--- src/rtl/lane_arb_pkg.sv ---
// Shared types, sizes and the rotate-priority pick function for the lane mux arbiter.
package lane_arb_pkg;

  localparam int unsigned NUM_LANES = 4;
  localparam int unsigned LANE_W    = 2;

  typedef enum logic [1:0] {
    IDLE,
    GRANT,
    GAP
  } lane_state_e;

  typedef struct packed {
    logic              found;
    logic [LANE_W-1:0] idx;
  } rr_pick_t;

  // First set request scanning upward from ptr, wrapping modulo NUM_LANES.
  function automatic rr_pick_t rr_pick(input logic [NUM_LANES-1:0] req,
                                       input logic [LANE_W-1:0]    ptr);
    rr_pick_t          r;
    logic [LANE_W-1:0] lane;
    r = '0;
    for (int unsigned i = 0; i < NUM_LANES; i++) begin
      lane = ptr + LANE_W'(i);
      if (req[lane] && !r.found) begin
        r.found = 1'b1;
        r.idx   = lane;
      end
    end
    return r;
  endfunction

endpackage

--- src/rtl/lane_mux_arbiter_pick.sv ---
// Combinational rotate-priority encoder: picks the first requesting lane at or after ptr.
module lane_rr_pick
  import lane_arb_pkg::*;
(
  input  logic [NUM_LANES-1:0] req,
  input  logic [LANE_W-1:0]    ptr,
  output logic [LANE_W-1:0]    idx,
  output logic                 found
);

  rr_pick_t pick;

  always_comb begin
    pick  = rr_pick(req, ptr);
    idx   = pick.idx;
    found = pick.found;
  end

endmodule

--- src/rtl/lane_mux_arbiter.sv ---
// Round-robin owner of the shared 4:1 lane mux, one dead cycle between owners.
// Optional per-lane grant counters are enabled by defining LANE_ARB_GRANT_CNT_EN.
module lane_mux_arbiter
  import lane_arb_pkg::*;
#(
  parameter int unsigned MAX_HOLD = 16,
  parameter int unsigned CNT_W    = 8
) (
  input  logic                 clk,
  input  logic                 rst,
  input  logic [NUM_LANES-1:0] req,
  output logic [LANE_W-1:0]    sel,
  output logic [NUM_LANES-1:0] grant,
  output logic                 sel_vld,
  output logic                 timeout
`ifdef LANE_ARB_GRANT_CNT_EN
  ,
  output logic [NUM_LANES*CNT_W-1:0] grant_cnt
`endif
);

  localparam int unsigned HOLD_W = (MAX_HOLD == 0) ? 1 : $clog2(MAX_HOLD + 1);
  localparam logic [HOLD_W-1:0] HOLD_LAST = HOLD_W'((MAX_HOLD == 0) ? 0 : MAX_HOLD - 1);

  if (CNT_W < 1) begin : g_bad_cnt_w
    $error("CNT_W must be at least 1");
  end

  lane_state_e            state, state_nxt;
  logic [LANE_W-1:0]      rr_ptr, rr_ptr_d;
  logic [HOLD_W-1:0]      hold_cnt, hold_d;
  logic [LANE_W-1:0]      sel_d;
  logic [NUM_LANES-1:0]   grant_d;
  logic                   sel_vld_d, timeout_d;
  logic                   timed_out;
  logic [LANE_W-1:0]      pick_idx;
  logic                   pick_found;

  lane_rr_pick u_pick (
    .req   (req),
    .ptr   (rr_ptr),
    .idx   (pick_idx),
    .found (pick_found)
  );

  always_ff @(posedge clk or posedge rst) begin
    if (rst) begin
      state    <= IDLE;
      sel      <= '0;
      grant    <= '0;
      sel_vld  <= 1'b0;
      timeout  <= 1'b0;
      rr_ptr   <= '0;
      hold_cnt <= '0;
    end else begin
      state    <= state_nxt;
      sel      <= sel_d;
      grant    <= grant_d;
      sel_vld  <= sel_vld_d;
      timeout  <= timeout_d;
      rr_ptr   <= rr_ptr_d;
      hold_cnt <= hold_d;
    end
  end

  // sel doubles as the current owner while in GRANT.
  always_comb begin
    state_nxt = state;
    timed_out = 1'b0;
    unique case (state)
      IDLE, GAP: state_nxt = pick_found ? GRANT : IDLE;
      GRANT: begin
        if (!req[sel]) begin
          state_nxt = GAP;
        end else if ((MAX_HOLD != 0) && (hold_cnt == HOLD_LAST)) begin
          state_nxt = GAP;
          timed_out = 1'b1;
        end
      end
      default: state_nxt = IDLE;
    endcase
  end

  // Registered outputs are computed from the state being entered.
  always_comb begin
    sel_d     = sel;
    grant_d   = '0;
    sel_vld_d = 1'b0;
    timeout_d = 1'b0;
    rr_ptr_d  = rr_ptr;
    hold_d    = '0;
    unique case (state_nxt)
      GRANT: begin
        if (state != GRANT) begin
          sel_d  = pick_idx;
          hold_d = '0;
        end else begin
          hold_d = (hold_cnt == '1) ? hold_cnt : hold_cnt + HOLD_W'(1);
        end
        grant_d   = NUM_LANES'(1) << sel_d;
        sel_vld_d = 1'b1;
      end
      GAP: begin
        rr_ptr_d  = sel + LANE_W'(1);
        timeout_d = timed_out;
      end
      default: ;
    endcase
  end

`ifdef LANE_ARB_GRANT_CNT_EN
  always_ff @(posedge clk or posedge rst) begin
    if (rst) begin
      grant_cnt <= '0;
    end else if ((state != GRANT) && (state_nxt == GRANT)) begin
      for (int unsigned i = 0; i < NUM_LANES; i++) begin
        if ((pick_idx == LANE_W'(i)) && (grant_cnt[i*CNT_W +: CNT_W] != '1)) begin
          grant_cnt[i*CNT_W +: CNT_W] <= grant_cnt[i*CNT_W +: CNT_W] + CNT_W'(1);
        end
      end
    end
  end
`endif

endmodule

--- config.mk ---
export PLATFORM = sky130hd
export DESIGN_NAME = lane_mux_arbiter
export DESIGN_NICKNAME = d
export VERILOG_FILES = /design/src/rtl/lane_arb_pkg.sv /design/src/rtl/lane_mux_arbiter_pick.sv /design/src/rtl/lane_mux_arbiter.sv
export SDC_FILE = /design/constraint.sdc
export NUM_CORES = 1
export LEC_CHECK = 0
export BUFFER_PORTS_ARGS = -buffer_cell sky130_fd_sc_hd__buf_2
export CAP_MARGIN = 20
export CORE_ASPECT_RATIO = 1.5
export CORE_UTILIZATION = 25
export DETAILED_ROUTE_END_ITERATION = 7
export SYNTH_ARGS = -nofsm -noshare
export SYNTH_HDL_FRONTEND = slang
export SYNTH_SLANG_ARGS = --single-unit
--- constraint.sdc ---
create_clock -name clk -period 2.25 [get_ports clk]
set_clock_uncertainty 0.05 [all_clocks]
set_input_delay 0.1125 -clock clk [delete_from_list [all_inputs] [get_ports clk]]
set_output_delay 0.1125 -clock clk [all_outputs]
set_load 0.01 [all_outputs]
==> flow_summary.yaml, run 1 <==
status:
  status: "finished, final reports clean"
floorplan:
  die_h_um: 74.4
  core_um2: 3380
  initial_core_util: 0.259
  die-area_um2: 3740
  rows: 26
  ios: 14
  die_w_um: 50.3
logic_synthesis:
  synth_top_area_share: 0.486
  yosysWarnings: 0
  syn-num-nets: 90
  avgSynthCellArea_um2: 10.8
  yosysSeqAreaShare: 0.486
  synth_seq_cells: 17
  synth_area_um2: 875
  netlist-cell-type-count: 32
  synth_edf_count: 0
  ys.flop_type: "dfrtp_1"
  async_flop_share: 1.00
  netlist_instances: 81
  synth.area.top_cells: "dfrtp_1 (49%), ha_1 (4.3%), nor2_1 (4.3%), a2bb2oi_4 (3.0%), a21oi_1 (2.9%)"
  synth_area_leader_cell: "dfrtp_1"
clock_tree:
  numCtsBuffers: 3
  post_cts_resized: 0
  clockBufferDepth: 2
  clk_pin_slew_worst_paths_ns: 0.06
  clk_latency_ns: 0.25
  cts_tree: "yes"
  htree_levels: 1
  post-cts-setup-buffers: 0
  clockRootBuffer: "clkbuf_8"
  clkSinkCount: 17
worst_setup_path:
  cp-start-kind: "flip-flop"
  critPathRequiredTime_ns: 2.33
  rr_endpoint: "sel[0]"
  arrival_ns: 2.12
  end_kind: "flip-flop"
  r2r-start: "hold_cnt[0]"
  timing.critical_path.to: "sel[0]"
  worstPathMaxFanout: 6
  critPathLaunch: "hold_cnt[0]"
  rrSetupSlack_ns: 0.22
  rr_worst_depth: 8
  critPathKind: "flip-flop to flip-flop"
sta:
  min_period_ns: 2.03
  finalHoldViolations: 0
  relSlewSlack: 0.582
  max_freq_mhz: 492
  worst_pin_slew_ns: 0.626
  grt_setup_unrepaired: "no"
  tns_ns: 0
  setup_viol: 0
  final.setup.worst_slack_ns: 0.218
  fin_crit_sh: 0.903
  slew_violations: 0
power:
  leakagePower_nw: 0.503
  power_density_nw_per_um2: 1210
  ir_drop_mv: 0.284
drt:
  routedWlPerCell_um: 12.5
  vias: 685
  via_per_inst: 4.82
  ant_nets: 0
  drt-total-wl_mm: 1.77
  drtIter0Drc: 8
  drc: 0
  dr.pass1.iters: 5
place:
  dp_hpwl_mm: 1.39
  port_buffers: 13
  gp_congestion: 0.728
  dpl_worst_slack_ns: 0.235
layout:
  final_nets: 110
  drive_above_1_share: 0.230
  final_core_util: 0.312
  final_cell_mix: "dfrtp_1 (17), buf_2 (13), nor2_1 (10)"
  layout_commonest_cell: "dfrtp_1"
  diodes: 0
  area_delta_synth_final_pct: 20.7
worst_hold_path:
  hp-class: "input pin to flip-flop"
grt:
  antenna_found_initial: 0
  gr-total-overflow: 0
  grt_pass1_wl_mm: 3.07
  grt_usage: 0.110
  grt_max_degree: 18
  grt_pass1_vias: 675
job:
  drv_cap: 0
==> layout make-up <==
| class | instances | area (um2) |
|---|---|---|
| Timing Repair Buffer | 15 | 82.6 |
| Fill cell | 354 | 2330 |
| Multi-Input combinational cell | 59 | 430 |
| Sequential cell | 17 | 425 |
| Tap cell | 42 | 52.6 |
| Clock inverter | 1 | 5.00 |
| Inverter | 5 | 18.8 |
| Clock buffer | 3 | 41.3 |
==> flip-flops by register name, summed over array words and instances, names as in the netlist <==
register / count
sel_vld: 1
state: 2
sel: 2
grant: 4
rr_ptr: 2
hold_cnt: 5
timeout: 1
==> worst min-delay path by stage <==
stage	from	endpoint	slack [ns]	cells after the start
CTS	req[2]	sel_vld	0.30	4
global placement	rst	sel_vld	0.15	2
global route	req[2]	sel_vld	0.34	4
finish	req[2]	sel_vld	0.30	4
floorplan	rst	grant[0]	-0.01	1
detailed placement	rst	sel_vld	0.18	2
==> logic make-up after synthesis <==
logic type / Yosys count / share of synthesized area
flip-flops: 17 / 0.486
adder cells (fa/ha/maj): 3 / 0.0429
AND/OR/NAND/NOR: 32 / 0.199
buffers and inverters: 5 / 0.0215
XOR/XNOR: 4 / 0.0401
multiplexers: 4 / 0.0615
AO/OA/AOI/OAI: 16 / 0.149
==> routing by layer <==
metal,vias to the layer above,GRT usage,share of wire
li1,328,-,-
met2,14,0.203,0.54
met1,338,0.118,0.41
met4,0,0.0556,0.021
met5,-,0,0
met3,5,0.0184,0.028
==> report_power, final <==
group          internal, W  total [W]  switching (W)
sequential        0.000405   0.000511       0.000106
clock             0.000123   0.000219      0.0000967
combinational     0.000257   0.000547       0.000290
total             0.000784    0.00128       0.000493
==> cells in the mapped netlist (all sizes together), types with 2 or more instances <==
library cell	number
nor2	10
ha	3
nor2b	4
inv	5
xnor2	2
xor2	2
mux2i	2
and3	3
nor4	2
nand2	4
a21oi	5
nand3	2
dfrtp	17
o31ai	2
nand2b	3
==> timing repair <==
item / 4_1_cts / 5_1_grt
hold buffers: 1 / 0
endpoints found under the setup margin: 0 / 0
hold endpoints to repair: 17 / 0
==> critical path, stage by stage (launching register included) <==
cell	delay (ns)
dfrtp_1	0.41
ha_1	0.21
and3_1	0.20
ha_1	0.22
nor3b_1	0.20
buf_4	0.16
a2bb2oi_4	0.07
inv_2	0.09
mux2_1	0.31
==> per-stage QoR <==
stage	instances	power [W]	instance area [um2]	hold slack [ns]
floorplan	81	0.000889	875	-0.0114
global placement	137	0.00105	1000	0.153
detailed placement	137	0.00107	1000	0.175
CTS	142	0.00129	1060	0.302
global route	142	0.00139	1060	0.344
finish	142	0.00128	1060	0.300
Note: power is estimated with default switching activity, not from simulation.
==> run 2, diff against run 1 <==
--- a/config.mk
+++ b/config.mk
@@ -7,9 +7,9 @@
 export LEC_CHECK = 0
 export BUFFER_PORTS_ARGS = -buffer_cell sky130_fd_sc_hd__buf_2
 export CAP_MARGIN = 20
-export CORE_ASPECT_RATIO = 1.5
-export CORE_UTILIZATION = 25
+export CORE_UTILIZATION = 45
 export DETAILED_ROUTE_END_ITERATION = 7
+export PLACE_DENSITY = 0.66
 export SYNTH_ARGS = -nofsm -noshare
 export SYNTH_HDL_FRONTEND = slang
 export SYNTH_SLANG_ARGS = --single-unit
==> flow_summary.yaml, run 2 (synthesis results as in run 1) <==
grt:
  antenna_found_initial: 0
  gr-total-overflow: 0
  grt_pass1_vias: 582
  grt_usage: 0.179
  grt_max_degree: 18
  grt_pass1_wl_mm: 2.58
worst_setup_path:
  rrSetupSlack_ns: 0.24
  cpPeakStageDelay_ns: 0.42
  end_kind: "flip-flop"
  arrival_ns: 2.15
  critPathTopFamily: "flip-flops"
  rr_worst_depth: 8
  critPathMostFrequentCell: "ha_1"
  cp-start-kind: "flip-flop"
  critPathSlowestCell: "dfrtp_1"
  crit_buf_inv: 2
  rr_endpoint: "sel[0]"
  crit_path_cell_trace: "ha_1 -> and3_1 -> ha_1 -> nor3b_1 -> buf_4 -> a2bb2oi_4 -> inv_2 -> mux2_1"
  worstPathMaxFanout: 6
  critPathRequiredTime_ns: 2.39
  r2r-start: "hold_cnt[0]"
  critPathKind: "flip-flop to flip-flop"
clock_tree:
  clk_latency_ns: 0.29
  hold_buffers: 1
  clkSinkCount: 17
  cts_tree: "yes"
  post_cts_resized: 0
  htree_levels: 1
  numCtsBuffers: 3
  clockBufferDepth: 2
  clockRootBuffer: "clkbuf_4"
  clk_pin_slew_worst_paths_ns: 0.10
  post-cts-setup-buffers: 0
power:
  ir_drop_mv: 0.551
  power_w: 0.00121
  leakagePower_nw: 0.495
  power_density_nw_per_um2: 1190
layout:
  diodes: 0
  reg_top3: "hold_cnt: 5 flops, grant: 4 flops"
  fillCellCount: 156
  area_delta_synth_final_pct: 16.2
  drive_above_1_share: 0.230
  instances_no_fill: 125
  final_cell_mix: "dfrtp_1 (17), buf_2 (13), nor2_1 (10)"
  final_nets: 110
  regMostFlops: "hold_cnt"
  layout_commonest_cell: "dfrtp_1"
  largest_reg_flops: 5
sta:
  whs_ns: 0.233
  setup_viol: 0
  finalHoldViolations: 0
  max_freq_mhz: 498
  worst_pin_slew_ns: 0.645
  grt_setup_unrepaired: "no"
  tns_ns: 0
  slew_violations: 0
  min_period_ns: 2.01
  fin_crit_sh: 0.893
  relSlewSlack: 0.570
floorplan:
  core_um2: 1780
  initial_core_util: 0.491
  die-area_um2: 2120
  die_w_um: 46.1
  rows: 15
  ios: 14
  die_h_um: 46.1
place:
  gp_congestion: 0.844
  dp_hpwl_mm: 1.08
  port_buffers: 13
  place_inst: 120
drt:
  ant_nets: 0
  drtIter0Drc: 15
  dr.pass1.iters: 4
  routedWlPerCell_um: 12.4
  vias: 657
  drt-total-wl_mm: 1.56
  via_per_inst: 5.26
  drc: 0
worst_hold_path:
  whs_path_depth: 4
  hp-class: "input pin to flip-flop"
  min_to: "sel_vld"
  hp-start: "req[2]"
job:
  drv_cap: 0
status:
  status: "finished, final reports clean"
[run 2: cell counts in the layout (fill, tap and decap cells not counted)]
Identical to the previous run, type by type.
[run 2: layer usage]
layer / GRT usage / routed length (um) / up-vias
li1: - / - / 334
met1: 0.284 / 847 / 305
met2: 0.220 / 631 / 14
met3: 0.0353 / 51 / 4
met4: 0.106 / 25 / 0
met5: 0 / 0 / -
[run 2: stage by stage]
stage | setup WS, ns | util | instance area [um2]
finish | 0.240 | 0.570 | 1020
global route | 0.114 | 0.570 | 1020
CTS | 0.240 | 0.570 | 1020
detailed placement | 0.255 | 0.549 | 978
global placement | 0.288 | 0.549 | 978
floorplan | 0.219 | - | 875
[run 2: tightest hold or removal path: stages]
cell       delay [ns]
buf_2            0.13
nor4_1           0.08
a2bb2oi_4        0.16
inv_1            0.06
[run 2: worst max path at each step]
stage                startpoint      to  slack [ns]  depth (start not counted)
finish              hold_cnt[0]  sel[0]        0.24                          8
global route        hold_cnt[0]  sel[0]        0.11                          8
CTS                 hold_cnt[0]  sel[0]        0.24                          8
detailed placement  hold_cnt[0]  sel[0]        0.26                          8
global placement    hold_cnt[0]  sel[0]        0.29                          8
floorplan           hold_cnt[0]  sel[0]        0.22                          7
[run 2: power breakdown]
part | leakage [nW] | internal [W] | switching, W
Combinational | 0.260 | 0.000257 | 0.000292
Clock | 0.0177 | 0.0000662 | 0.0000968
Sequential | 0.218 | 0.000404 | 0.0000949
[run 2: final cells by class]
| class | count | area (um2) | share of cell area |
|---|---|---|---|
| well taps | 25 | 31.3 | 0.0308 |
| repair buffers | 15 | 82.6 | 0.0813 |
| flip-flops and latches | 17 | 425 | 0.419 |
| multi-input cells | 59 | 430 | 0.424 |
| clock buffers | 3 | 22.5 | 0.0222 |
| clock inverters | 1 | 5.00 | 0.00493 |
| inverters | 5 | 18.8 | 0.0185 |
